$ cat config.mk
export PLATFORM = sky130hd
export DESIGN_NAME = mult_share_ctrl
export DESIGN_NICKNAME = d
export VERILOG_FILES = /design/src/rtl/mult_share_ctrl.sv
export SDC_FILE = /design/constraint.sdc
export NUM_CORES = 1
export LEC_CHECK = 0
export ABC_AREA = 1
export CORE_MARGIN = 5
export CORE_UTILIZATION = 53
export CTS_CLUSTER_DIAMETER = 150
export DETAILED_ROUTE_END_ITERATION = 10
export PLACE_DENSITY = 0.8
export SLEW_MARGIN = 10
export SYNTH_ARGS = -nofsm -noshare
export SYNTH_HDL_FRONTEND = slang
export SYNTH_SLANG_ARGS = --single-unit
$ cat constraint.sdc
create_clock -name Clk -period 1.8 [get_ports Clk]
set_input_delay 0.36 -clock Clk [delete_from_list [all_inputs] [get_ports Clk]]
set_output_delay 0.36 -clock Clk [all_outputs]
set_load 0.02 [all_outputs]
$ cat src/rtl/mult_share_ctrl.sv
// rtl/mult_share_ctrl.sv - round-robin sequencer for one shared shift-add multiplier
// Optional macro MULT_EARLY_EXIT_EN: leave CALC as soon as the shifted multiplier reaches zero.
module mult_share_ctrl #(
  parameter int WIDTH = 4
) (
  input  logic               Clk,
  input  logic               Resetn,
  input  logic               Req0,
  input  logic [WIDTH-1:0]   X0,
  input  logic [WIDTH-1:0]   Y0,
  output logic               Ack0,
  input  logic               Req1,
  input  logic [WIDTH-1:0]   X1,
  input  logic [WIDTH-1:0]   Y1,
  output logic               Ack1,
  output logic               Busy,
  output logic               Done,
  output logic               Owner,
  output logic [2*WIDTH-1:0] M
);

  localparam int CW = (WIDTH > 1) ? $clog2(WIDTH) : 1;

  typedef enum logic [1:0] {S_IDLE, S_CALC, S_DONE} state_t;

  state_t             r_state;
  state_t             w_state_nxt;
  logic [2*WIDTH-1:0] r_x;
  logic [WIDTH-1:0]   r_y;
  logic [2*WIDTH-1:0] r_acc;
  logic [CW-1:0]      r_count;
  logic               r_last;
  logic               r_ack0;
  logic               r_ack1;
  logic               r_busy;
  logic               r_done;
  logic               r_owner;
  logic [2*WIDTH-1:0] r_m;

  logic               w_grant;
  logic               w_grant_ch;
  logic [WIDTH-1:0]   w_x_sel;
  logic [WIDTH-1:0]   w_y_sel;
  logic [WIDTH-1:0]   w_y_shift;
  logic [2*WIDTH-1:0] w_acc_nxt;
  logic               w_calc_last;

  assign w_y_shift = r_y >> 1;
  assign w_acc_nxt = r_y[0] ? (r_acc + r_x) : r_acc;

`ifdef MULT_EARLY_EXIT_EN
  assign w_calc_last = (r_count == CW'(WIDTH - 1)) || (w_y_shift == '0);
`else
  assign w_calc_last = (r_count == CW'(WIDTH - 1));
`endif

  always_ff @(posedge Clk) begin
    if (!Resetn) begin
      r_state <= S_IDLE;
    end else begin
      r_state <= w_state_nxt;
    end
  end

  always_comb begin
    w_state_nxt = r_state;
    case (r_state)
      S_IDLE:  if (w_grant) w_state_nxt = S_CALC;
      S_CALC:  if (w_calc_last) w_state_nxt = S_DONE;
      S_DONE:  w_state_nxt = S_IDLE;
      default: w_state_nxt = S_IDLE;
    endcase
  end

  // On a tie the channel that was not served last wins.
  always_comb begin
    w_grant    = 1'b0;
    w_grant_ch = 1'b0;
    if (r_state == S_IDLE) begin
      if (Req0 && Req1) begin
        w_grant    = 1'b1;
        w_grant_ch = ~r_last;
      end else if (Req0) begin
        w_grant    = 1'b1;
        w_grant_ch = 1'b0;
      end else if (Req1) begin
        w_grant    = 1'b1;
        w_grant_ch = 1'b1;
      end
    end
    w_x_sel = w_grant_ch ? X1 : X0;
    w_y_sel = w_grant_ch ? Y1 : Y0;
  end

  always_ff @(posedge Clk) begin
    if (!Resetn) begin
      r_x     <= '0;
      r_y     <= '0;
      r_acc   <= '0;
      r_count <= '0;
      r_last  <= 1'b1;
      r_ack0  <= 1'b0;
      r_ack1  <= 1'b0;
      r_busy  <= 1'b0;
      r_done  <= 1'b0;
      r_owner <= 1'b0;
      r_m     <= '0;
    end else begin
      r_ack0 <= w_grant && !w_grant_ch;
      r_ack1 <= w_grant && w_grant_ch;
      r_done <= (r_state == S_CALC) && w_calc_last;
      r_busy <= (w_state_nxt != S_IDLE);
      if (w_grant) begin
        r_x     <= {{WIDTH{1'b0}}, w_x_sel};
        r_y     <= w_y_sel;
        r_acc   <= '0;
        r_count <= '0;
        r_owner <= w_grant_ch;
        r_last  <= w_grant_ch;
      end else if (r_state == S_CALC) begin
        r_acc   <= w_acc_nxt;
        r_x     <= r_x << 1;
        r_y     <= w_y_shift;
        r_count <= r_count + CW'(1);
        if (w_calc_last) r_m <= w_acc_nxt;
      end
    end
  end

  assign Ack0  = r_ack0;
  assign Ack1  = r_ack1;
  assign Busy  = r_busy;
  assign Done  = r_done;
  assign Owner = r_owner;
  assign M     = r_m;

endmodule

==> reports/results.tsv, run 1 <==
stage	metric	value	unit
outcome	run_status	finished clean	
setup_path	critical_path.max_fanout	3	
pwr	power_leakage	1.16	nW
finish	fillerInstances	311	
sta	timing.clock.skew	0.00542	ns
sta	worstMarginPinSlew	0.363	ns
clock_tree	clock_tree.root_cell	sky130_fd_sc_hd__clkbuf_8	
min_path	hold_class	register to register	
placed_design	pre_cts_ws	-0.0140	ns
grt	grt_usage	0.192	
finish	num_antenna_cells	0	
finish	post_layout_nonfiller_instances	360	
setup_path	crit_path_class	register to register	
floorplanning	die_w	71.2	um
setup_path	reg2reg_depth	13	
logic_synthesis	synthesis.instances	275	
grt	maximum_number_of_pins_on_one_net_before_global_route_repair	20	
logic_synthesis	netlist.top_cell.by_area	sky130_fd_sc_hd__dfxtp_1	
pwr	ir_drop	0.546	mV
clock_tree	htreeDepth	2	
setup_path	critical_path_arrival	1.88	ns
placed_design	placedCellCount	352	
finish	post_route_cells_drive_above_1_share	0.157	
logic_synthesis	ys_top_cells_by_count	sky130_fd_sc_hd__nand2_1 (71), sky130_fd_sc_hd__dfxtp_1 (38), sky130_fd_sc_hd__inv_1 (30)	
routing	antenna_left	0	
sta	fin_crit	1.68	ns
floorplanning	dieArea	5060	sq um
placed_design	gp_routability_congestion	0.902	
logic_synthesis	synth.area.top_cells	sky130_fd_sc_hd__dfxtp_1 (38%), sky130_fd_sc_hd__nand2_1 (13%), sky130_fd_sc_hd__nand3_1 (6.6%)	
grt	antenna_found_initial	0	
clock_tree	cts-hold-fix-buffers	0	
clock_tree	postCtsSetupBuffers	0	
setup_path	critical_path_required	2.00	ns
setup_path	worst_setup_path_end_kind	register	
sta	final-hold-violation-count	0	
logic_synthesis	synth_fp_nets	304	
sta	final_critical_path_setup_slack	0.121	ns
floorplanning	cell_rows	22	
logic_synthesis	synth_area_per_inst	7.21	sq um
logic_synthesis	synthDominantCellAreaShare	0.384	
logic_synthesis	postSynth.topFlopCell	sky130_fd_sc_hd__dfxtp_1	
clock_tree	worst_setup_hold_path_clk_slew	0.08	ns
routing	drt-vias-per-instance	5.05	
clock_tree	cts_sinks	38	
logic_synthesis	synthDistinctLibCells	31	
logic_synthesis	async_flop_share	0	
sta	final-max-slew-violation-count	0	
placed_design	dp_hpwl	3.29	mm
setup_path	category_of_the_worst_setup_path_launch_point	register	
setup_path	regToRegSetupSlack	0.12	ns
clock_tree	clkLatencyLatePin	0.29	ns
pwr	powerDensity	771	nW/um^2
grt	global_route_total_overflow	0	
logic_synthesis	synthesis.area	1980	sq um
routing	vias	1817	
sta	setup_violations	0	
routing	route.final.wire_length	4.34	mm
flow_run	cap_violations	0	
routing	detailedRoute.firstPassIterationCount	5	
logic_synthesis	synth_enable_flop_cells	0	
setup_path	crit-reg2reg-capture	r_acc[6]	
logic_synthesis	synth.yosys.warnings	0	
setup_path	critical_path.startpoint	r_x[0]	
clock_tree	cts_tree	done	
floorplanning	die_h	71.2	um
grt	grt_first_pass_wirelength	7.78	mm
routing	wl_per_cell	12.1	um
sta	rsz0062_at_grt	false	
floorplanning	initial_utilization	0.545	
grt	grt_pass1_vias	1732	
clock_tree	cts_buffers	5	
finish	num-nets-final	340	
setup_path	r2r-start	r_x[0]	
clock_tree	clk_path_buf_depth	2	
finish	area.growth.synth_to_final	24.6	%
logic_synthesis	yosys.cell_count.top_type	sky130_fd_sc_hd__nand2_1	
floorplanning	design.portCount	33	
logic_synthesis	part_of_the_yosys_area_used_for_sequential_elements	0.384	
logic_synthesis	ys_ff_latch	38	
sta	max_clock_freq	596	MHz
routing	number_of_drc_markers_in_iteration_0	84	
setup_path	crit_end	r_acc[6]	
floorplanning	core_box_area	3630	sq um
routing	drc	0	
sta	final_min_period_over_clock_period	0.933	
sta	slew_headroom	0.757	
placed_design	buffer_ports.inserted	32	
-- area by class of cell --
class | count | area, sq um | share of cell area
clock buffer | 6 | 82.6 | 0.0334
tap | 48 | 60.1 | 0.0243
multi-input combinational | 185 | 1010 | 0.411
sequential | 38 | 767 | 0.311
clock inverter | 2 | 12.5 | 0.00507
inverter | 42 | 160 | 0.0648
timing repair buffer | 39 | 373 | 0.151
-- report_power, final --
group	switching, mW	internal (mW)	total [mW]
sequential	0.0381	0.887	0.925
clock	0.307	0.308	0.614
combinational	0.206	0.158	0.364
-- cells by family (layout without fill, tap and decap cells) --
| group | Yosys count | after routing | share of synthesized area |
|---|---|---|---|
| AO/OA/AOI/OAI | 43 | 43 | 0.132 |
| XOR/XNOR | 2 | 2 | 0.00884 |
| adder cells (fa/ha/maj) | 9 | 9 | 0.0606 |
| buffers and inverters | 52 | 89 | 0.119 |
| flip-flops | 38 | 38 | 0.384 |
| multiplexers | 1 | 1 | 0.00505 |
| AND/OR/NAND/NOR | 130 | 130 | 0.290 |
-- routing by layer --
metal / GRT usage / vias up / wire, um
met1: 0.247 / 838 / 2060
met2: 0.305 / 30 / 2010
met5: 0 / - / 0
met3: 0.0526 / 7 / 183
li1: - / 942 / -
met4: 0.0731 / 0 / 93
-- worst min-delay path by stage --
stage                           from         end  slack (ns)  cells past startpoint
after floorplan           r_count[1]  r_count[1]        0.44                      2
after global placement    r_count[1]  r_count[1]        0.45                      2
after detailed placement      r_last      r_last        0.47                      2
after CTS                     r_x[7]      r_x[7]        0.48                      2
after global routing           Owner       Owner        0.51                      2
final                         r_x[7]      r_x[7]        0.48                      2
-- cell usage in the layout (no fill, tap or decap) --
master                            instances
sky130_fd_sc_hd__inv_2                   13
sky130_fd_sc_hd__a21oi_1                 12
sky130_fd_sc_hd__nand3_1                 24
sky130_fd_sc_hd__nor3_1                   1
sky130_fd_sc_hd__buf_4                    7
sky130_fd_sc_hd__and2_4                   1
sky130_fd_sc_hd__o21a_1                   3
sky130_fd_sc_hd__inv_1                   28
sky130_fd_sc_hd__clkinvlp_4               1
sky130_fd_sc_hd__o22ai_1                  1
sky130_fd_sc_hd__nor2_4                   2
sky130_fd_sc_hd__clkbuf_8                 6
sky130_fd_sc_hd__o21ai_4                  1
sky130_fd_sc_hd__nand3b_1                 2
sky130_fd_sc_hd__xnor2_1                  2
sky130_fd_sc_hd__nor2_2                   4
sky130_fd_sc_hd__or2_1                    3
sky130_fd_sc_hd__o21ai_0                  9
sky130_fd_sc_hd__a31oi_1                  1
sky130_fd_sc_hd__clkdlybuf4s50_1         32
sky130_fd_sc_hd__ha_4                     1
sky130_fd_sc_hd__dfxtp_1                 35
sky130_fd_sc_hd__dfxtp_4                  1
sky130_fd_sc_hd__nand3_2                  3
sky130_fd_sc_hd__clkinv_2                 1
sky130_fd_sc_hd__ha_1                     7
sky130_fd_sc_hd__mux2i_1                  1
sky130_fd_sc_hd__nand2_2                  3
sky130_fd_sc_hd__inv_4                    1
sky130_fd_sc_hd__a211oi_2                 1
sky130_fd_sc_hd__o21ai_1                  8
sky130_fd_sc_hd__nor2_1                  18
sky130_fd_sc_hd__dfxtp_2                  2
sky130_fd_sc_hd__o211ai_1                 7
sky130_fd_sc_hd__nand2_1                 69
sky130_fd_sc_hd__fa_2                     1
-- flip-flops by register name (all words and copies together), names as in the netlist --
signal,flops
r_count,2
r_x,8
Busy,1
Owner,1
r_state,2
Ack0,1
Done,1
M,8
r_last,1
Ack1,1
r_acc,8
r_y,4
-- worst max-delay path, stage by stage, from the launching register on --
cell,delay (ns)
sky130_fd_sc_hd__dfxtp_4,0.37
sky130_fd_sc_hd__ha_4,0.14
sky130_fd_sc_hd__inv_2,0.04
sky130_fd_sc_hd__fa_2,0.34
sky130_fd_sc_hd__inv_2,0.07
sky130_fd_sc_hd__nand2_2,0.06
sky130_fd_sc_hd__nand2_2,0.07
sky130_fd_sc_hd__nand3b_1,0.10
sky130_fd_sc_hd__nand2_1,0.07
sky130_fd_sc_hd__nand2_1,0.06
sky130_fd_sc_hd__nand3_2,0.07
sky130_fd_sc_hd__nand3_2,0.08
sky130_fd_sc_hd__nand2_1,0.07
sky130_fd_sc_hd__inv_1,0.03
-- metrics by stage --
| step | area, sq um | utilization | TNS (ns) | power, mW | hold slack (ns) |
|---|---|---|---|---|---|
| floorplan | 1980 | - | 0 | 1.18 | 0.440 |
| global placement | 2340 | 0.644 | 0 | 1.29 | 0.455 |
| detailed placement | 2340 | 0.644 | -0.0218 | 1.30 | 0.469 |
| CTS | 2430 | 0.670 | 0 | 1.91 | 0.483 |
| global route | 2470 | 0.680 | 0 | 2.01 | 0.513 |
| finish | 2470 | 0.680 | 0 | 1.90 | 0.479 |
-- timing repair --
action                     in CTS  in global routing
resized for setup               0                 13
hold endpoints to repair        0                  0
setup endpoints to repair       0                  4
No activity file was read; power rests on OpenSTA's default activity.
==> run 2, diff against run 1 <==
Settings changed: CELL_PAD_IN_SITES_DETAIL_PLACEMENT set to 1, CELL_PAD_IN_SITES_GLOBAL_PLACEMENT set to 1, CORE_ASPECT_RATIO set to 1.2, CORE_UTILIZATION 53 to 38, PLACE_DENSITY 0.8 to not set, PLACE_DENSITY_LB_ADDON set to 0.1.
==> reports/results.tsv, run 2 (synthesis gave the netlist of run 1 again) <==
stage	metric	value	unit	change
sta	final-hold-violation-count	0		unchanged
grt	grt_usage	0.162		-0.0298
clock_tree	htreeDepth	2		unchanged
setup_path	crit_path_class	register to register		
pwr	power_leakage	1.20	nW	+3.8%
clock_tree	cts_buffers	5		unchanged
finish	mostFrequentLayoutCell	sky130_fd_sc_hd__nand2_1		
routing	number_of_drc_markers_in_iteration_0	47		-44%
outcome	run_status	finished clean		
grt	global_route_total_overflow	0		unchanged
pwr	power.total	2.20	mW	+15%
sta	final-max-slew-violation-count	0		unchanged
grt	grt_pass1_vias	1934		+12%
routing	vias	1840		+1.3%
routing	antenna_left	0		unchanged
floorplanning	dieArea	6770	sq um	+34%
floorplanning	cell_rows	28		+27%
routing	drc	0		unchanged
setup_path	critical_path.max_fanout	3		unchanged
grt	maximum_number_of_pins_on_one_net_before_global_route_repair	20		unchanged
placed_design	buffer_ports.inserted	32		unchanged
clock_tree	cts-hold-fix-buffers	0		unchanged
floorplanning	core_box_area	5010	sq um	+38%
clock_tree	clock_tree.root_cell	sky130_fd_sc_hd__clkbuf_8		
routing	route.final.wire_length	5.19	mm	+19%
flow_run	cap_violations	0		unchanged
setup_path	critical-path-top-delay-family	simple AND/OR/NAND/NOR gates		
setup_path	category_of_the_worst_setup_path_launch_point	register		
sta	final_critical_path_setup_slack	0.0984	ns	-0.0230 ns
clock_tree	cts_sinks	38		unchanged
setup_path	cells_along_the_critical_path	ha_4 -> inv_2 -> fa_2 -> inv_2 -> nand2_2 -> nand2_2 -> nand3b_1 -> nand2_1 -> nand2_1 -> nand3_2 -> nand3_1 -> nand2_1 -> inv_1		
sta	rsz0062_at_grt	true		
grt	grt_first_pass_wirelength	8.86	mm	+14%
setup_path	crit_top_cell	sky130_fd_sc_hd__nand2_1		
clock_tree	clkLatencyLatePin	0.29	ns	about the same
finish	post_route_cells_drive_above_1_share	0.183		+0.0259
routing	drt-vias-per-instance	4.88		-3.3%
sta	final_min_period_over_clock_period	0.945		+0.0128
finish	num-nets-final	345		+1.5%
sta	hold-worst-slack	0.475	ns	-0.00384 ns
setup_path	timing.critical_path.buf_inv	3		unchanged
floorplanning	design.portCount	33		unchanged
min_path	hold_class	register to register		
finish	area.growth.synth_to_final	30.6	%	
sta	timing.clock.skew	0.00637	ns	+0.000945 ns
finish	most-common-layout-cells	sky130_fd_sc_hd__nand2_1 (68), sky130_fd_sc_hd__dfxtp_1 (36), sky130_fd_sc_hd__clkdlybuf4s50_1 (32)		
routing	wl_per_cell	13.8	um	+14%
clock_tree	cts_tree	done		
sta	worstMarginPinSlew	0.420	ns	+0.0574 ns
setup_path	worst_path_largest_cell_delay	0.37	ns	about the same
floorplanning	initial_utilization	0.396		-0.150
setup_path	critical_path_required	1.99	ns	about the same
sta	final.setup.tns	0	ns	unchanged
placed_design	postPlaceCellArea	2380	sq um	+1.6%
finish	num_antenna_cells	0		unchanged
setup_path	regToRegSetupSlack	0.1	ns	-0.02 ns
sta	slew_headroom	0.719		-0.0380
placed_design	pre_cts_ws	-0.0339	ns	-0.0199 ns
sta	max_clock_freq	588	MHz	-1.4%
placed_design	gp_routability_congestion	0.752		-17%
setup_path	worst_setup_path_end_kind	register		
sta	fin_crit	1.70	ns	+0.0230 ns
clock_tree	clk_path_buf_depth	2		unchanged
setup_path	critical_path_arrival	1.89	ns	about the same
pwr	ir_drop	0.471	mV	-14%
clock_tree	worst_setup_hold_path_clk_slew	0.08	ns	about the same
placed_design	dp_hpwl	3.90	mm	+18%
routing	detailedRoute.firstPassIterationCount	4		-1
floorplanning	die_w	75.9	um	+6.7%
floorplanning	die_h	89.1	um	+25%
finish	fin_area	2590	sq um	+4.8%
sta	setup_violations	0		unchanged
grt	antenna_found_initial	0		unchanged
pwr	powerDensity	848	nW/um^2	+10%
setup_path	critical-path-slowest-cell	sky130_fd_sc_hd__dfxtp_4		
[run 2: cell types whose count changed in the layout (fill, tap and decap cells not counted), moves of 2 or more]
cell                        change
sky130_fd_sc_hd__buf_4          +5
sky130_fd_sc_hd__nand3_1        -2
sky130_fd_sc_hd__bufinv_16      +2
sky130_fd_sc_hd__nand3_2        +2
[run 2: final cells by class]
class	count	area, sq um
Fill cell	638	2420
Clock buffer	5	68.8
Timing Repair Buffer	44	410
Clock inverter	3	68.8
Sequential cell	38	766
Inverter	42	160
Tap cell	60	75.1
Multi-Input combinational cell	185	1040
[run 2: worst paths after layout]
check	start	endpoint	cells past startpoint
setup reg to reg	r_acc[0]	r_acc[6]	13
hold reg to reg	r_count[1]	r_count[1]	2
hold / removal	r_count[1]	r_count[1]	2
setup / recovery	r_acc[0]	r_acc[6]	13
[run 2: tightest hold or removal path, delay by kind of cell, from the launching register on]
kind | cells | cell delay, ns
DFF | 1 | 0.32
AOI/OAI and AO/OA | 1 | 0.05
and+or+nand+nor | 1 | 0.06
[run 2: where the power goes]
part | leakage, nW | switching [mW] | internal (mW) | total [mW]
logic | 0.825 | 0.216 | 0.172 | 0.387
clock network | 0.0683 | 0.325 | 0.556 | 0.881
registers | 0.311 | 0.0414 | 0.886 | 0.927
[run 2: what timing repair did]
| item | CTS | global route |
|---|---|---|
| gates resized for setup | 5 | 12 |
| buffers inserted | 0 | 2 |
| endpoints found under the setup margin | 4 | 4 |
| pin swaps | 0 | 5 |
[run 2: through the flow]
step	util	instances
6_report	0.517	377
3_3_place_gp	0.474	367
4_1_cts	0.505	375
5_1_grt	0.517	377
2_1_floorplan	-	275
3_5_place_dp	0.474	367
[run 2: metal layers]
layer | wire (um) | vias to the layer above | global-route usage
met3 | 179 | 10 | 0.0373
met1 | 2110 | 856 | 0.164
li1 | - | 949 | -
met5 | 0 | - | 0
met2 | 2790 | 25 | 0.321
met4 | 106 | 0 | 0.0631
==> run 3, diff against run 2 <==
Settings changed: GPL_TIMING_DRIVEN set to 0.
==> reports/results.tsv, run 3 (synthesis gave the netlist of run 1 again) <==
stage	metric	value	unit	change
outcome	run_status	finished clean		
clock_tree	clock_tree.root_cell	sky130_fd_sc_hd__clkbuf_8		
grt	maximum_number_of_pins_on_one_net_before_global_route_repair	13		-35%
sta	slew_headroom	0.780		+0.0611
sta	setup_violations	0		unchanged
sta	fin_crit	1.66	ns	-0.0372 ns
clock_tree	clkLatencyLatePin	0.29	ns	about the same
clock_tree	worst_setup_hold_path_clk_slew	0.08	ns	about the same
finish	area.growth.synth_to_final	25.9	%	
flow_run	cap_violations	0		unchanged
routing	antenna_left	0		unchanged
finish	post_layout_nonfiller_instances	374		-0.80%
routing	drt-vias-per-instance	4.93		+0.97%
setup_path	reg2reg_depth	13		unchanged
min_path	hold_class	input port to register		
setup_path	category_of_the_worst_setup_path_launch_point	register		
pwr	ir_drop	0.469	mV	-0.53%
clock_tree	cts_buffers	5		unchanged
finish	num_antenna_cells	0		unchanged
floorplanning	dieArea	6770	sq um	unchanged
placed_design	gp_routability_congestion	0.750		-0.25%
finish	mostFrequentLayoutCell	sky130_fd_sc_hd__nand2_1		
placed_design	dp_hpwl	3.91	mm	+0.45%
setup_path	crit_end	r_acc[6]		
clock_tree	cts_sinks	38		unchanged
clock_tree	htreeDepth	2		unchanged
setup_path	critical_path.startpoint	r_x[0]		
sta	final_min_period_over_clock_period	0.925		-0.0207
grt	global_route_total_overflow	0		unchanged
pwr	power_leakage	1.17	nW	-3.0%
setup_path	critical_path_arrival	1.86	ns	-0.03 ns
grt	antenna_found_initial	0		unchanged
floorplanning	initial_utilization	0.396		unchanged
setup_path	critical_path.max_fanout	3		unchanged
routing	wl_per_cell	13.6	um	-0.85%
setup_path	crit-reg2reg-capture	r_acc[6]		
setup_path	r2r-start	r_x[0]		
routing	route.final.wire_length	5.10	mm	-1.6%
sta	final-hold-violation-count	0		unchanged
floorplanning	design.portCount	33		unchanged
clock_tree	cts_tree	done		
routing	detailedRoute.firstPassIterationCount	4		unchanged
placed_design	buffer_ports.inserted	31		-3.1%
setup_path	critical_path_required	2.00	ns	about the same
pwr	powerDensity	770	nW/um^2	-9.2%
setup_path	crit_path_class	register to register		
finish	post_route_cells_drive_above_1_share	0.162		-0.0205
sta	final-max-slew-violation-count	0		unchanged
finish	num-nets-final	342		-0.87%
sta	worstMarginPinSlew	0.326	ns	-0.0945 ns
sta	timing.clock.skew	0.00657	ns	+0.000205 ns
sta	rsz0062_at_grt	false		
setup_path	worst_setup_path_end_kind	register		
sta	max_clock_freq	601	MHz	+2.2%
placed_design	placedCellCount	366		-0.27%
finish	most-common-layout-cells	sky130_fd_sc_hd__nand2_1 (69), sky130_fd_sc_hd__dfxtp_1 (35), sky130_fd_sc_hd__clkdlybuf4s50_1 (31)		
floorplanning	die_h	89.1	um	unchanged
routing	vias	1843		+0.16%
routing	drc	0		unchanged
floorplanning	die_w	75.9	um	unchanged
floorplanning	core_box_area	5010	sq um	unchanged
routing	number_of_drc_markers_in_iteration_0	43		-8.5%
finish	fin_area	2500	sq um	-3.6%
clock_tree	clk_path_buf_depth	2		unchanged
finish	fillerInstances	648		+1.6%
grt	grt_pass1_vias	1869		-3.4%
grt	grt_first_pass_wirelength	8.81	mm	-0.54%
grt	grt_usage	0.161		-0.00143
finish	utilization	0.498		-0.0185
floorplanning	cell_rows	28		unchanged
placed_design	postPlaceCellArea	2370	sq um	-0.37%
setup_path	regToRegSetupSlack	0.14	ns	+0.04 ns
clock_tree	cts-hold-fix-buffers	0		unchanged
## run 3: where the power goes
group          internal (mW)  total (mW)  switching [mW]  leakage (nW)
sequential             0.887       0.922          0.0351         0.311
clock                  0.308       0.618           0.310        0.0472
combinational          0.163       0.382           0.219         0.810
total                   1.36        1.92           0.564          1.17
## run 3: repair_timing
| item | 4_1_cts | 5_1_grt |
|---|---|---|
| setup endpoints to repair | 2 | 4 |
| buffers inserted | 0 | 0 |
| gates resized for setup | 2 | 9 |
## run 3: worst min-delay path by stage
| stage | start | to | slack (ns) | cells past startpoint |
|---|---|---|---|---|
| 3_5_place_dp | r_count[1] | r_count[1] | 0.46 | 2 |
| 5_1_grt | Resetn | r_x[3] | 0.44 | 3 |
| 6_report | Resetn | r_x[3] | 0.42 | 3 |
| 4_1_cts | Resetn | r_x[3] | 0.42 | 3 |
| 3_3_place_gp | r_count[1] | r_count[1] | 0.46 | 2 |
| 2_1_floorplan | r_count[1] | r_count[1] | 0.44 | 2 |
## run 3: layer usage
metal / track usage / vias to the layer above / wire (um)
met4: 0.0583 / 0 / 63
met2: 0.315 / 25 / 2720
li1: - / 944 / -
met3: 0.0343 / 6 / 163
met1: 0.169 / 868 / 2160
met5: 0 / - / 0
## run 3: worst max-delay path, stage by stage (launching register included)
cell	delay, ns
sky130_fd_sc_hd__dfxtp_2	0.38
sky130_fd_sc_hd__ha_4	0.14
sky130_fd_sc_hd__inv_1	0.05
sky130_fd_sc_hd__fa_2	0.33
sky130_fd_sc_hd__inv_2	0.07
sky130_fd_sc_hd__nand2_2	0.05
sky130_fd_sc_hd__nand2_2	0.06
sky130_fd_sc_hd__nand3b_1	0.10
sky130_fd_sc_hd__nand2_1	0.08
sky130_fd_sc_hd__nand2_1	0.05
sky130_fd_sc_hd__nand3_2	0.09
sky130_fd_sc_hd__nand3_1	0.08
sky130_fd_sc_hd__nand2_1	0.06
sky130_fd_sc_hd__inv_1	0.03
## run 3: final cells by class
| type | instances | area (sq um) | area share |
|---|---|---|---|
| multi-input cells | 185 | 1010 | 0.407 |
| flip-flops and latches | 38 | 764 | 0.306 |
| repair buffers | 31 | 310 | 0.124 |
| inverters | 42 | 160 | 0.0642 |
| clock buffers | 6 | 82.6 | 0.0331 |
| plain buffers | 10 | 76.3 | 0.0306 |
| well taps | 60 | 75.1 | 0.0301 |
| clock inverters | 2 | 12.5 | 0.00501 |
## run 3: per-stage QoR
stage	setup slack (ns)	hold WS, ns	power (mW)	TNS [ns]
3_3_place_gp	-0.0278	0.455	1.31	-0.0385
4_1_cts	0.0289	0.419	1.94	0
3_5_place_dp	-0.0442	0.463	1.32	-0.0871
2_1_floorplan	0.234	0.440	1.18	0
5_1_grt	0.0123	0.436	2.03	0
6_report	0.136	0.417	1.92	0
